--- src/rtl/rand_arb_pkg.sv ---
// Shared types and LFSR helpers for the arbitrated random-byte server.
package rand_arb_pkg;

  typedef enum logic [1:0] {
    IDLE  = 2'd0,
    SHIFT = 2'd1,
    ACK   = 2'd2
  } state_t;

  localparam logic [7:0] LFSR_TAP      = 8'b0001_1101;
  localparam logic [7:0] SEED_ZERO_SUB = 8'h01;

  function automatic logic [7:0] lfsr_next(input logic [7:0] x);
    return {^(x & LFSR_TAP), x[7:1]};
  endfunction

endpackage

--- src/rtl/rand_arb_if.sv ---
// Requester-side bus of rand_arb: draw handshake, reseed port and live LFSR view.
interface rand_arb_if;
  logic [1:0] req;
  logic [1:0] gnt;
  logic [1:0] ack;
  logic [7:0] rdata;
  logic       seed_we;
  logic [7:0] seed_data;
  logic       busy;
  logic [7:0] cur;

  modport master (
    output req, seed_we, seed_data,
    input  gnt, ack, rdata, busy, cur
  );

  modport slave (
    input  req, seed_we, seed_data,
    output gnt, ack, rdata, busy, cur
  );
endinterface

--- src/rtl/rand_arb_lfsr8.sv ---
// 8-bit Fibonacci LFSR with seed load; a zero seed is replaced so the register never locks up.
module lfsr8
  import rand_arb_pkg::*;
#(
  parameter logic [7:0] SEED = 8'h01
) (
  input  logic       clk,
  input  logic       clr,
  input  logic       step,
  input  logic       load,
  input  logic [7:0] load_val,
  output logic [7:0] q
);

  logic [7:0] x_r;

  // LFSR state: load beats step
  always_ff @(posedge clk or posedge clr) begin
    if (clr) begin
      x_r <= SEED;
    end else if (load) begin
      x_r <= (load_val == 8'h00) ? SEED_ZERO_SUB : load_val;
    end else if (step) begin
      x_r <= lfsr_next(x_r);
    end else begin
      x_r <= x_r;
    end
  end

  assign q = x_r;

endmodule

--- src/rtl/rand_arb.sv ---
// Round-robin server of LFSR bytes to two requesters; each draw advances the LFSR STEPS times.
module rand_arb
  import rand_arb_pkg::*;
#(
  parameter logic [7:0] SEED  = 8'h01,
  parameter int         STEPS = 8
) (
  input  logic        clk,
  input  logic        clr,
  rand_arb_if.slave   bus
);

  localparam logic [3:0] LAST_CNT = 4'(STEPS - 1);

  state_t     state_r, state_s;
  logic [3:0] cnt_r;
  logic       owner_r, owner_s, pick_s, last_r;
  logic [1:0] gnt_r, gnt_s, ack_r, ack_s;
  logic       busy_r, busy_s;
  logic [7:0] rdata_r, cur_s;
  logic       step_s, load_s;

  lfsr8 #(.SEED(SEED)) u_lfsr (
    .clk      (clk),
    .clr      (clr),
    .step     (step_s),
    .load     (load_s),
    .load_val (bus.seed_data),
    .q        (cur_s)
  );

  // State register plus counter, pointer and output registers
  always_ff @(posedge clk or posedge clr) begin
    if (clr) begin
      state_r <= IDLE;
      cnt_r   <= 4'd0;
      owner_r <= 1'b0;
      last_r  <= 1'b1;
      gnt_r   <= 2'b00;
      ack_r   <= 2'b00;
      busy_r  <= 1'b0;
      rdata_r <= 8'h00;
    end else begin
      state_r <= state_s;
      owner_r <= owner_s;
      gnt_r   <= gnt_s;
      ack_r   <= ack_s;
      busy_r  <= busy_s;
      cnt_r   <= (state_r == SHIFT) ? cnt_r + 4'd1 : 4'd0;
      last_r  <= (state_r == ACK) ? owner_r : last_r;
      // Capture the value the final step produces, in step with the move to ACK
      rdata_r <= (state_r == SHIFT && state_s == ACK) ? lfsr_next(cur_s) : rdata_r;
    end
  end

  // Next-state and round-robin pick
  always_comb begin
    state_s = state_r;
    if (bus.req == 2'b11) begin
      pick_s = ~last_r;
    end else begin
      pick_s = bus.req[1];
    end
    case (state_r)
      IDLE: begin
        if (bus.seed_we) begin
          state_s = IDLE;
        end else if (bus.req != 2'b00) begin
          state_s = SHIFT;
        end else begin
          state_s = IDLE;
        end
      end
      SHIFT:   state_s = (cnt_r == LAST_CNT) ? ACK : SHIFT;
      ACK:     state_s = IDLE;
      default: state_s = IDLE;
    endcase
  end

  // Datapath controls and next values of the registered outputs
  always_comb begin
    load_s  = (state_r == IDLE) && bus.seed_we;
    step_s  = (state_r == SHIFT);
    owner_s = (state_r == IDLE && state_s == SHIFT) ? pick_s : owner_r;
    if (state_s != IDLE) begin
      gnt_s  = owner_s ? 2'b10 : 2'b01;
      busy_s = 1'b1;
    end else begin
      gnt_s  = 2'b00;
      busy_s = 1'b0;
    end
    ack_s = (state_s == ACK) ? gnt_s : 2'b00;
  end

  assign bus.gnt   = gnt_r;
  assign bus.ack   = ack_r;
  assign bus.busy  = busy_r;
  assign bus.rdata = rdata_r;
  assign bus.cur   = cur_s;

endmodule

--- src/flat_wrapper.sv ---
// flat-port wrapper written by rule: the top's interface ports become plain ports
module rand_arb_flat import rand_arb_pkg::*;
#(
  parameter logic [7:0] SEED  = 8'h01,
  parameter int         STEPS = 8
)
  (clk, clr, bus_req, bus_seed_we, bus_seed_data, bus_gnt, bus_ack, bus_rdata, bus_busy, bus_cur);
  rand_arb_if bus_i ();
  input  logic clk;
  input  logic clr;
  input wire logic [$bits(bus_i.req)-1:0] bus_req;
  input wire logic [$bits(bus_i.seed_we)-1:0] bus_seed_we;
  input wire logic [$bits(bus_i.seed_data)-1:0] bus_seed_data;
  output wire logic [$bits(bus_i.gnt)-1:0] bus_gnt;
  output wire logic [$bits(bus_i.ack)-1:0] bus_ack;
  output wire logic [$bits(bus_i.rdata)-1:0] bus_rdata;
  output wire logic [$bits(bus_i.busy)-1:0] bus_busy;
  output wire logic [$bits(bus_i.cur)-1:0] bus_cur;
  assign bus_i.req = bus_req;
  assign bus_i.seed_we = bus_seed_we;
  assign bus_i.seed_data = bus_seed_data;
  assign bus_gnt = bus_i.gnt;
  assign bus_ack = bus_i.ack;
  assign bus_rdata = bus_i.rdata;
  assign bus_busy = bus_i.busy;
  assign bus_cur = bus_i.cur;
  rand_arb #(.SEED(SEED), .STEPS(STEPS)) u_core (.clk(clk), .clr(clr), .bus(bus_i));
endmodule
--- config.mk ---
export PLATFORM = sky130hd
export DESIGN_NAME = rand_arb_flat
export DESIGN_NICKNAME = d
export VERILOG_FILES = /design/src/rtl/rand_arb_pkg.sv /design/src/rtl/rand_arb_if.sv /design/src/rtl/rand_arb_lfsr8.sv /design/src/rtl/rand_arb.sv /design/src/flat_wrapper.sv
export SDC_FILE = /design/constraint.sdc
export NUM_CORES = 1
export LEC_CHECK = 0
export ABC_AREA = 1
export BUFFER_PORTS_ARGS = -buffer_cell sky130_fd_sc_hd__buf_4
export CORE_MARGIN = 2
export CORE_UTILIZATION = 46
export CTS_CLUSTER_DIAMETER = 120
export DETAILED_ROUTE_END_ITERATION = 6
export GPL_ROUTABILITY_DRIVEN = 0
export PLACE_DENSITY = 0.74
export SLEW_MARGIN = 20
export SYNTH_ARGS = -nofsm -noshare
export SYNTH_HDL_FRONTEND = slang
export SYNTH_SLANG_ARGS = --single-unit
--- constraint.sdc ---
create_clock -name clk -period 1.4 [get_ports clk]
set_clock_uncertainty 0.15 [all_clocks]
set_input_delay 0.07 -clock clk [delete_from_list [all_inputs] [get_ports clk]]
set_output_delay 0.07 -clock clk [all_outputs]
set_load 0.02 [all_outputs]
==> results of run 1 <==
-- state kept, by name (all words and copies together), names as in the netlist --
signal,flops
u_core.bus.ack,2
u_core.bus.busy,1
u_core.bus.gnt,2
u_core.bus.rdata,8
u_core.cnt_r,4
u_core.last_r,1
u_core.owner_r,1
u_core.state_r,2
u_core.u_lfsr.q,8
-- kinds of logic after synthesis --
| family | synth area share [%] |
|---|---|
| simple gates | 20.3 |
| flops | 56.1 |
| buf+inv | 8.77 |
| compound gates | 12.5 |
| xor+xnor | 1.35 |
| fa+ha+maj | 0.963 |
-- placed cells by master (no fill, tap or decap), types with 2 or more instances in the layout --
cell type,synthesis,final
clkbuf_4,0,5
buf_4,0,39
dlygate4sd3_1,0,11
dfstp_2,2,2
o21ai_2,7,8
inv_1,25,25
nand3_1,6,6
o221ai_1,4,4
clkbuf_1,0,2
dfrtp_1,27,26
nor2_4,1,2
nand2_4,1,2
o211ai_1,2,2
o21ai_0,4,4
nand2_2,2,3
nand2_1,41,40
a21oi_1,2,2
nor2_1,9,8
-- timing repair --
item	CTS	global route
resized for setup	3	4
cloned	1	0
pin swaps	1	1
setup endpoints to repair	8	17
setup buffers	0	2
hold endpoints to repair	38	0
hold buffers	11	0
-- power by group --
group	switching, mW	internal [mW]	total [mW]	leakage, nW
combinational	1.11	0.793	1.90	0.568
sequential	0.271	1.20	1.47	0.359
clock	0.286	0.248	0.533	0.0326
total	1.66	2.24	3.91	0.959
-- worst max path at each step --
stage                           startpoint                              end  slack, ns  cells after the start
2_1_floorplan    u_core.cnt_r[0]$_DFF_PP0_  u_core.bus.rdata[7]$_DFFE_PP0P_       0.04                      7
3_3_place_gp     u_core.cnt_r[0]$_DFF_PP0_  u_core.bus.rdata[0]$_DFFE_PP0P_    -0.0008                      6
3_5_place_dp     u_core.cnt_r[0]$_DFF_PP0_  u_core.bus.rdata[2]$_DFFE_PP0P_      -0.04                      6
4_1_cts        u_core.state_r[0]$_DFF_PP0_      u_core.bus.gnt[1]$_DFF_PP0_       0.03                      6
5_1_grt        u_core.state_r[0]$_DFF_PP0_      u_core.bus.gnt[1]$_DFF_PP0_      -0.05                      6
6_report       u_core.state_r[1]$_DFF_PP0_   u_core.u_lfsr.q[0]$_DFFE_PP1P_       0.03                      6
-- area by class of cell --
type                       count  area (um2)  area share [%]
sequential                    29         729            40.3
multi-input combinational     88         484            26.7
timing repair buffer          50         403            22.2
inverter                      26        97.6            5.39
clock buffer                   8        58.8            3.25
tap                           31        38.8            2.14
-- stage by stage --
step / total power [mW] / cells
finish: 3.91 / 232
global route: 4.21 / 232
CTS: 3.87 / 230
detailed placement: 3.27 / 210
global placement: 3.21 / 210
floorplan: 2.56 / 144
-- worst max-delay path, stage by stage (launching register included) --
cell and delay (ns):
dfrtp_1 0.42, inv_1 0.15, nand2_2 0.13, buf_4 0.19, o21ai_0 0.15, nand2_1 0.08
nand2_1 0.07
-- layer usage --
layer  wire (um)  share of wire, %
met2        1520                49
met1        1310                42
met5           0                 0
met4          80               2.6
met3         171               5.6
==> summary.md, run 1 <==
| Metric | Value |
|---|---|
| Async SR Flop Fraction | `between 90% and 100%` |
| FF+latch count, synth | `29` |
| Post-detailed-route wirelength per cell | `between 10 and 15 um` |
| Worst r2r src | `u_core.state_r[1]$_DFF_PP0_` |
| Register area share after synthesis | `56.1%` |
| Relative slew slack | `between 70% and 80%` |
| CP Launch Type | `flip-flop` |
| Reg2Reg Depth | `6` |
| Worst R2R Setup Slack | `roughly 0.026 ns` |
| Inserted Diodes | `0` |
| GR Layer Usage met2 | `roughly 34%` |
| Largest cells by area after synthesis | `dfrtp_1 (52%), nand2_1 (12%), inv_1 (7.2%)` |
| Rows | `19` |
| Setup violators final | `0` |
| Cell taking the most area after synthesis | `dfrtp_1` |
| Initial antenna violation count | `0` |
| Mapped cell area | `1300 um2` |
| Final wirelength | `3080 um` |
| Post-synth EDFFs | `0` |
| Chip height | `roughly 57 um` |
| Post-synth top cells | `nand2_1 (41), dfrtp_1 (27), inv_1 (25)` |
| Die area | `3260 um2` |
| Final-layout fill cell count | `between 200 and 250` |
| Pwr/cell area | `around 2200 nW/um2` |
| TritonCTS buffer count | `5` |
| RSZ-0062 raised after global routing | `true` |
| Ports | `34` |
| Nets | `214` |
| Overflow after GRT | `0` |
| Vias | `around 1,200` |
| Post-synth top area share | `52.0%` |
| Yosys cell types | `25` |
| Hold slack | `~0.036 ns` |
| Maxcap violations | `0` |
| Layout cells sized above 1 | `between 30% and 40%` |
| DP HPWL | `~2000 um` |
| Core ar. | `2710 um2` |
| Final Instance Area | `about 1800 um2` |
| CTS tree | `done` |
| Hold crit path type | `input pin to flip-flop` |
| Setup CP Type | `flip-flop to flip-flop` |
| Largest net degree at the start of global routing | `30` |
| Top_reg_cell synth | `dfrtp_1` |
| Final Max Slew Viols | `0` |
| Antenna Violating Nets Remaining | `0` |
| Iteration-0 DRC Markers | `24` |
| Hold Path Stages | `5` |
| GR Util met3 | `around 5.0%` |
| Initial Util | `a little under half` |
| Maximum vdd drop | `~1.7 mV` |
| Setup TNS Final | `0 ns` |
| Slack of the critical path | `~0.026 ns` |
| Startpoint of the worst hold path | `bus_req[1]` |
| Final hold viol count | `0` |
| Synth Instances | `about 140` |
| R2R Path End | `u_core.u_lfsr.q[0]$_DFFE_PP1P_` |
| Worst-path clk slew | `around 0.09 ns` |
| Die width | `roughly 57 um` |
| Insertion delay to the later sink of the worst-skew pair | `approximately 0.33 ns` |
| H-tree Lvls | `2` |
| Critical path peak fanout | `7` |
| Met1 Track Usage GR | `between 20% and 30%` |
| CP Capture Type | `flip-flop` |
| CP Data Required Time | `around 1.5 ns` |
| Port Buffers | `33` |
| Clock Path Buffers | `2` |
| First-pass GRT wire length | `around 5200 um` |
| Static leakage | `~0.96 nW` |
| # clock sinks | `29` |
| DRC violation count after routing | `0` |
| First-pass iteration count of the detailed router | `4` |
| Setup Slack @ Placement | `-0.0445 ns` |
| Crit path time final | `between 1 and 1.5 ns` |
| Critical Path AT | `1.50 ns` |
| Yosys warning count | `0` |
| Syn nets | `158` |
| Area delta synth->final | `39.5%` |
| Transition time of the tightest slew-check pin | `0.371 ns` |
| Most frequent cell after synthesis | `nand2_1` |
| Avg Vias per Cell | `between 4 and 5` |
| Syn Area/Cell | `9.02 um2` |
| GR Util All Layers | `between 20% and 30%` |
| Status | `finished, final reports clean` |
| Placement-stage cell area | `1600 um2` |
| GRT Max-Usage Layer | `met2` |
| End of the worst hold path | `u_core.bus.ack[1]$_DFF_PP0_` |
| Final core utilization | `between 60% and 70%` |
| Vias in the first global route | `1,113` |
| Max Freq | `roughly 730 MHz` |
| Root Buffer | `clkbuf_4` |
| Final worst-path cycle share | `98.1%` |
Power figures use the tool's default switching activity.
==> inputs of run 2 (changes only) <==
--- a/config.mk
+++ b/config.mk
@@ -13,6 +13,7 @@
 export DETAILED_ROUTE_END_ITERATION = 6
 export GPL_ROUTABILITY_DRIVEN = 0
 export PLACE_DENSITY = 0.74
+export REMOVE_ABC_BUFFERS = 1
 export SLEW_MARGIN = 20
 export SYNTH_ARGS = -nofsm -noshare
 export SYNTH_HDL_FRONTEND = slang
==> summary.md, run 2 (synthesized netlist as in run 1, its figures left out) <==
| Metric | Value |
|---|---|
| Status | `finished, final reports clean` |
| Hold slack | `0.192 ns` |
| Footprint of the multi-input gates | `around 520 um2` |
| Transition time of the tightest slew-check pin | `approximately 0.37 ns` |
| Setup Slack @ Placement | `-0.0510 ns` |
| Post-detailed-route wirelength per cell | `approximately 13 um` |
| CP Launch Type | `flip-flop` |
| Total design power | `about 4.3 mW` |
| Most frequent cells in the layout | `buf_4 (38), nand2_1 (34), dfrtp_1 (26)` |
| Vias | `1,199` |
| Port Buffers | `33` |
| Maximum vdd drop | `between 1.5 and 2 mV` |
| Overflow after GRT | `0` |
| RSZ-0062 raised after global routing | `true` |
| Initial Util | `roughly 48%` |
| Maxcap violations | `0` |
| Worst-path clk slew | `approximately 0.1 ns` |
| DRC violation count after routing | `0` |
| Antenna Violating Nets Remaining | `0` |
| Initial antenna violation count | `0` |
| Post-Layout Cell Count | `234` |
| Reg area | `729 um2` |
| Final wirelength | `approximately 3100 um` |
| Slack of the critical path | `roughly 0.036 ns` |
| # clock sinks | `29` |
| Relative slew slack | `75.4%` |
| Placement-stage cell area | `1600 um2` |
| Vias in the first global route | `1,185` |
| CP Data Required Time | `around 1.5 ns` |
| Placed Cells | `210` |
| CP cell instances | `ha_2 > nand2_2 > nor2_4 > nand2_4 > nand2_1 > o21ai_2` |
| Setup violators final | `0` |
| Inserted Diodes | `0` |
| Max Freq | `roughly 730 MHz` |
| Root Buffer | `clkbuf_4` |
| Iteration-0 DRC Markers | `28` |
| Layout cells sized above 1 | `a little under two fifths` |
| Final hold viol count | `0` |
| CTS tree | `done` |
| Final core utilization | `between 60% and 70%` |
| TritonCTS buffer count | `5` |
| First-pass GRT wire length | `roughly 5300 um` |
| First-pass iteration count of the detailed router | `5` |
| Area delta synth->final | `45.6%` |
| Static leakage | `just under 1 nW` |
| Final Instance Area | `between 1500 and 2000 um2` |
| Critical Path AT | `~1.5 ns` |
| Critical path peak fanout | `5` |
| Hold crit path type | `input pin to async pin` |
| Critical Path Slowest Stage Cell | `dfrtp_1` |
| Most common cell after layout, fill and taps aside | `buf_4` |
| Clock Path Buffers | `2` |
| Core ar. | `about 2700 um2` |
| Die width | `between 50 and 60 um` |
| Avg Vias per Cell | `5.12` |
| H-tree Lvls | `2` |
| Insertion delay to the later sink of the worst-skew pair | `between 0.3 and 0.4 ns` |
| Ports | `34` |
| Slowest cell delay on critical path | `between 0.3 and 0.4 ns` |
| CP Capture Type | `flip-flop` |
| Pwr/cell area | `~2300 nW/um2` |
| GR Util All Layers | `around 22%` |
| Setup TNS Final | `0 ns` |
| DP HPWL | `between 2000 and 2500 um` |
| Final-layout fill cell count | `about 220` |
| Setup CP Type | `flip-flop to flip-flop` |
| Nets | `roughly 220` |
| Chip height | `~57 um` |
| Largest net degree at the start of global routing | `30` |
| Rows | `19` |
| Die area | `roughly 3300 um2` |
| Final worst-path cycle share | `a little over nine tenths` |
| Final Max Slew Viols | `0` |
| Crit path time final | `between 1 and 1.5 ns` |
run 2: cell count changes in the layout (fill, tap and decap cells not counted), sizes merged:
cell,change
clkbuf,-3
bufinv,+2
nand2,+2
buf,-1
clkinv,+1
dlygate4sd3,+1
run 2: critical path: cells and delay by family (launching register included):
family,cells,cell delay [ns]
flip-flops,1,0.37
AO/OA/AOI/OAI,1,0.05
adder cells (fa/ha/maj),1,0.19
AND/OR/NAND/NOR,4,0.50
run 2: path summary, 6_finish.rpt:
check	from	endpoint	slack, ns	cells past startpoint
max	u_core.cnt_r[0]$_DFF_PP0_	u_core.bus.rdata[4]$_DFFE_PP0P_	0.04	6
min	clr	u_core.u_lfsr.q[1]$_DFFE_PP0P_	0.19	4
max reg2reg	u_core.cnt_r[0]$_DFF_PP0_	u_core.bus.rdata[4]$_DFFE_PP0P_	0.04	6
min reg2reg	u_core.bus.rdata[5]$_DFFE_PP0P_	u_core.bus.rdata[5]$_DFFE_PP0P_	0.35	2
max in group asynchronous	clr	u_core.u_lfsr.q[0]$_DFFE_PP1P_	0.59	4
min in group clk	u_core.bus.rdata[5]$_DFFE_PP0P_	u_core.bus.rdata[5]$_DFFE_PP0P_	0.35	2
run 2: what timing repair did:
action | in CTS | in global routing
hold buffers | 12 | 0
setup endpoints to repair | 9 | 13
pin swaps | 1 | 2
buffers inserted | 0 | 1
cloned | 1 | 2
endpoints found under the hold margin | 41 | 0
resized for setup | 4 | 11
run 2: routing by layer:
layer / vias up / wire length, um / track usage, %
li1: 573 / - / -
met1: 569 / 1320 / 26.3
met2: 52 / 1530 / 34.5
met3: 5 / 237 / 9.07
met4: 0 / 54 / 8.31
met5: - / 0 / 0
run 2: area by class of cell:
cell class	instances	share of cell area, %
multi-input combinational	90	27.3
sequential	29	38.6
tap	31	2.05
inverter	26	5.16
timing repair buffer	50	21.4
clock inverter	3	3.44
clock buffer	5	1.99
run 2: power by group:
| part | total, mW | leakage [nW] | switching, mW | internal, mW |
|---|---|---|---|---|
| clock | 0.869 | 0.0552 | 0.317 | 0.552 |
| sequential | 1.50 | 0.359 | 0.293 | 1.20 |
| combinational | 1.93 | 0.574 | 1.13 | 0.797 |
| total | 4.29 | 0.988 | 1.74 | 2.55 |
==> inputs of run 3 (changes only) <==
--- a/config.mk
+++ b/config.mk
@@ -7,7 +7,6 @@
 export LEC_CHECK = 0
 export ABC_AREA = 1
 export BUFFER_PORTS_ARGS = -buffer_cell sky130_fd_sc_hd__buf_4
-export CORE_MARGIN = 2
 export CORE_UTILIZATION = 46
 export CTS_CLUSTER_DIAMETER = 120
 export DETAILED_ROUTE_END_ITERATION = 6
==> summary.md, run 3 (synthesized netlist as in run 1, its figures left out) <==
| Metric | Value |
|---|---|
| Status | `finished, final reports clean` |
| RSZ-0062 raised after global routing | `true` |
| Worst R2R Setup Slack | `between 0.02 and 0.025 ns` |
| Vias | `1,153` |
| R2R Path End | `u_core.bus.rdata[5]$_DFFE_PP0P_` |
| Critical path peak fanout | `4` |
| Port Buffers | `33` |
| Crit path time final | `~1.4 ns` |
| Worst-path clk slew | `about 0.09 ns` |
| # clock sinks | `29` |
| Antenna Violating Nets Remaining | `0` |
| GR Util All Layers | `about a quarter` |
| First-pass iteration count of the detailed router | `4` |
| Iteration-0 DRC Markers | `23` |
| Final worst-path cycle share | `around 98%` |
| CP Capture Type | `flip-flop` |
| Final core utilization | `between 70 and 80%` |
| Overflow after GRT | `0` |
| Final wirelength | `between 3000 and 4000 um` |
| Static leakage | `slightly below 1 nW` |
| Critical Path AT | `1.44 ns` |
| Core ar. | `2570 um2` |
| Rows | `18` |
| Total design power | `3.93 mW` |
| Placement-stage cell area | `around 1600 um2` |
| Hold slack | `roughly 0.22 ns` |
| First-pass GRT wire length | `4910 um` |
| Setup violators final | `0` |
| Final-layout fill cell count | `between 200 and 250` |
| Relative slew slack | `roughly 76%` |
| Most frequent cells in the layout | `buf_4 (37), nand2_1 (33), dfrtp_1 (26)` |
| Maximum vdd drop | `1.72 mV` |
| Avg Vias per Cell | `~5` |
| Most common cell after layout, fill and taps aside | `buf_4` |
| Insertion delay to the later sink of the worst-skew pair | `~0.32 ns` |
| Final hold viol count | `0` |
| Die area | `roughly 3000 um2` |
| Root Buffer | `clkbuf_4` |
| Area delta synth->final | `43.0%` |
| Initial Util | `approximately half` |
| Post-detailed-route wirelength per cell | `around 13 um` |
| Final Instance Area | `1860 um2` |
| Setup CP Type | `flip-flop to flip-flop` |
| Maxcap violations | `0` |
| Layout cells sized above 1 | `37.8%` |
| Inserted Diodes | `0` |
| Transition time of the tightest slew-check pin | `0.361 ns` |
| H-tree Lvls | `2` |
| Vias in the first global route | `1,072` |
| Hold crit path type | `input pin to async pin` |
| Die width | `~55 um` |
| Pwr/cell area | `about 2100 nW/um2` |
| DRC violation count after routing | `0` |
| CP Data Required Time | `~1.5 ns` |
| Chip height | `~55 um` |
| Worst r2r src | `u_core.cnt_r[0]$_DFF_PP0_` |
| Setup TNS Final | `0 ns` |
| TritonCTS buffer count | `5` |
| Initial antenna violation count | `0` |
| DP HPWL | `1910 um` |
| Largest net degree at the start of global routing | `30` |
| Nets | `between 200 and 250` |
| Max Freq | `727 MHz` |
| CTS tree | `done` |
| CP Launch Type | `flip-flop` |
| Clock Path Buffers | `2` |
| Reg2Reg Depth | `6` |
| Ports | `34` |
| Final Max Slew Viols | `0` |
[run 3: repair_timing]
action                     in CTS  in global routing
pin swaps                       1                  6
setup endpoints to repair      11                 16
gates resized for setup         4                 17
gates cloned                    1                  1
setup buffers                   0                  1
hold endpoints to repair       40                  0
hold buffers                   12                  0
[run 3: worst max-delay path by stage]
stage                                     start                              end  slack, ns
floorplan             u_core.cnt_r[0]$_DFF_PP0_  u_core.bus.rdata[0]$_DFFE_PP0P_       0.07
global placement      u_core.cnt_r[0]$_DFF_PP0_  u_core.bus.rdata[3]$_DFFE_PP0P_      0.007
detailed placement    u_core.cnt_r[0]$_DFF_PP0_  u_core.bus.rdata[6]$_DFFE_PP0P_      -0.03
CTS                 u_core.state_r[0]$_DFF_PP0_      u_core.bus.gnt[1]$_DFF_PP0_      0.009
global route          u_core.cnt_r[1]$_DFF_PP0_  u_core.bus.rdata[2]$_DFFE_PP0P_      -0.03
finish                u_core.cnt_r[0]$_DFF_PP0_  u_core.bus.rdata[5]$_DFFE_PP0P_       0.02
[run 3: critical path, cell delays in order, from the launching register on]
cell and delay [ns]:
dfrtp_1 0.40, ha_4 0.17, nand2_4 0.05, nor2_4 0.21
nand2_2 0.14, nand2_1 0.10, o21ai_2 0.05
[run 3: report_power, final]
part           switching (mW)  internal, mW  leakage, nW
registers               0.296          1.20        0.359
logic                    1.11         0.795        0.576
clock network           0.276         0.248       0.0326
[run 3: cell type report]
| cell class | count | area (um2) | share of cell area (%) |
|---|---|---|---|
| well taps | 30 | 37.5 | 2.02 |
| flip-flops and latches | 29 | 729 | 39.3 |
| inverters | 26 | 97.6 | 5.26 |
| multi-input cells | 89 | 536 | 28.8 |
| clock buffers | 8 | 58.8 | 3.17 |
| repair buffers | 49 | 398 | 21.4 |
[run 3: metrics by stage]
step / cells / setup WS, ns
floorplan: 142 / 0.0729
CTS: 229 / 0.00880
global route: 231 / -0.0306
finish: 231 / 0.0242
detailed placement: 208 / -0.0268
global placement: 208 / 0.00667
[run 3: per-layer routing]
layer	global-route usage, %	up-vias	share of wire [%]
li1	-	567	-
met1	29.9	548	43
met5	0	-	0
met2	38.2	35	50
met4	7.92	0	0.63
met3	7.92	3	5.5
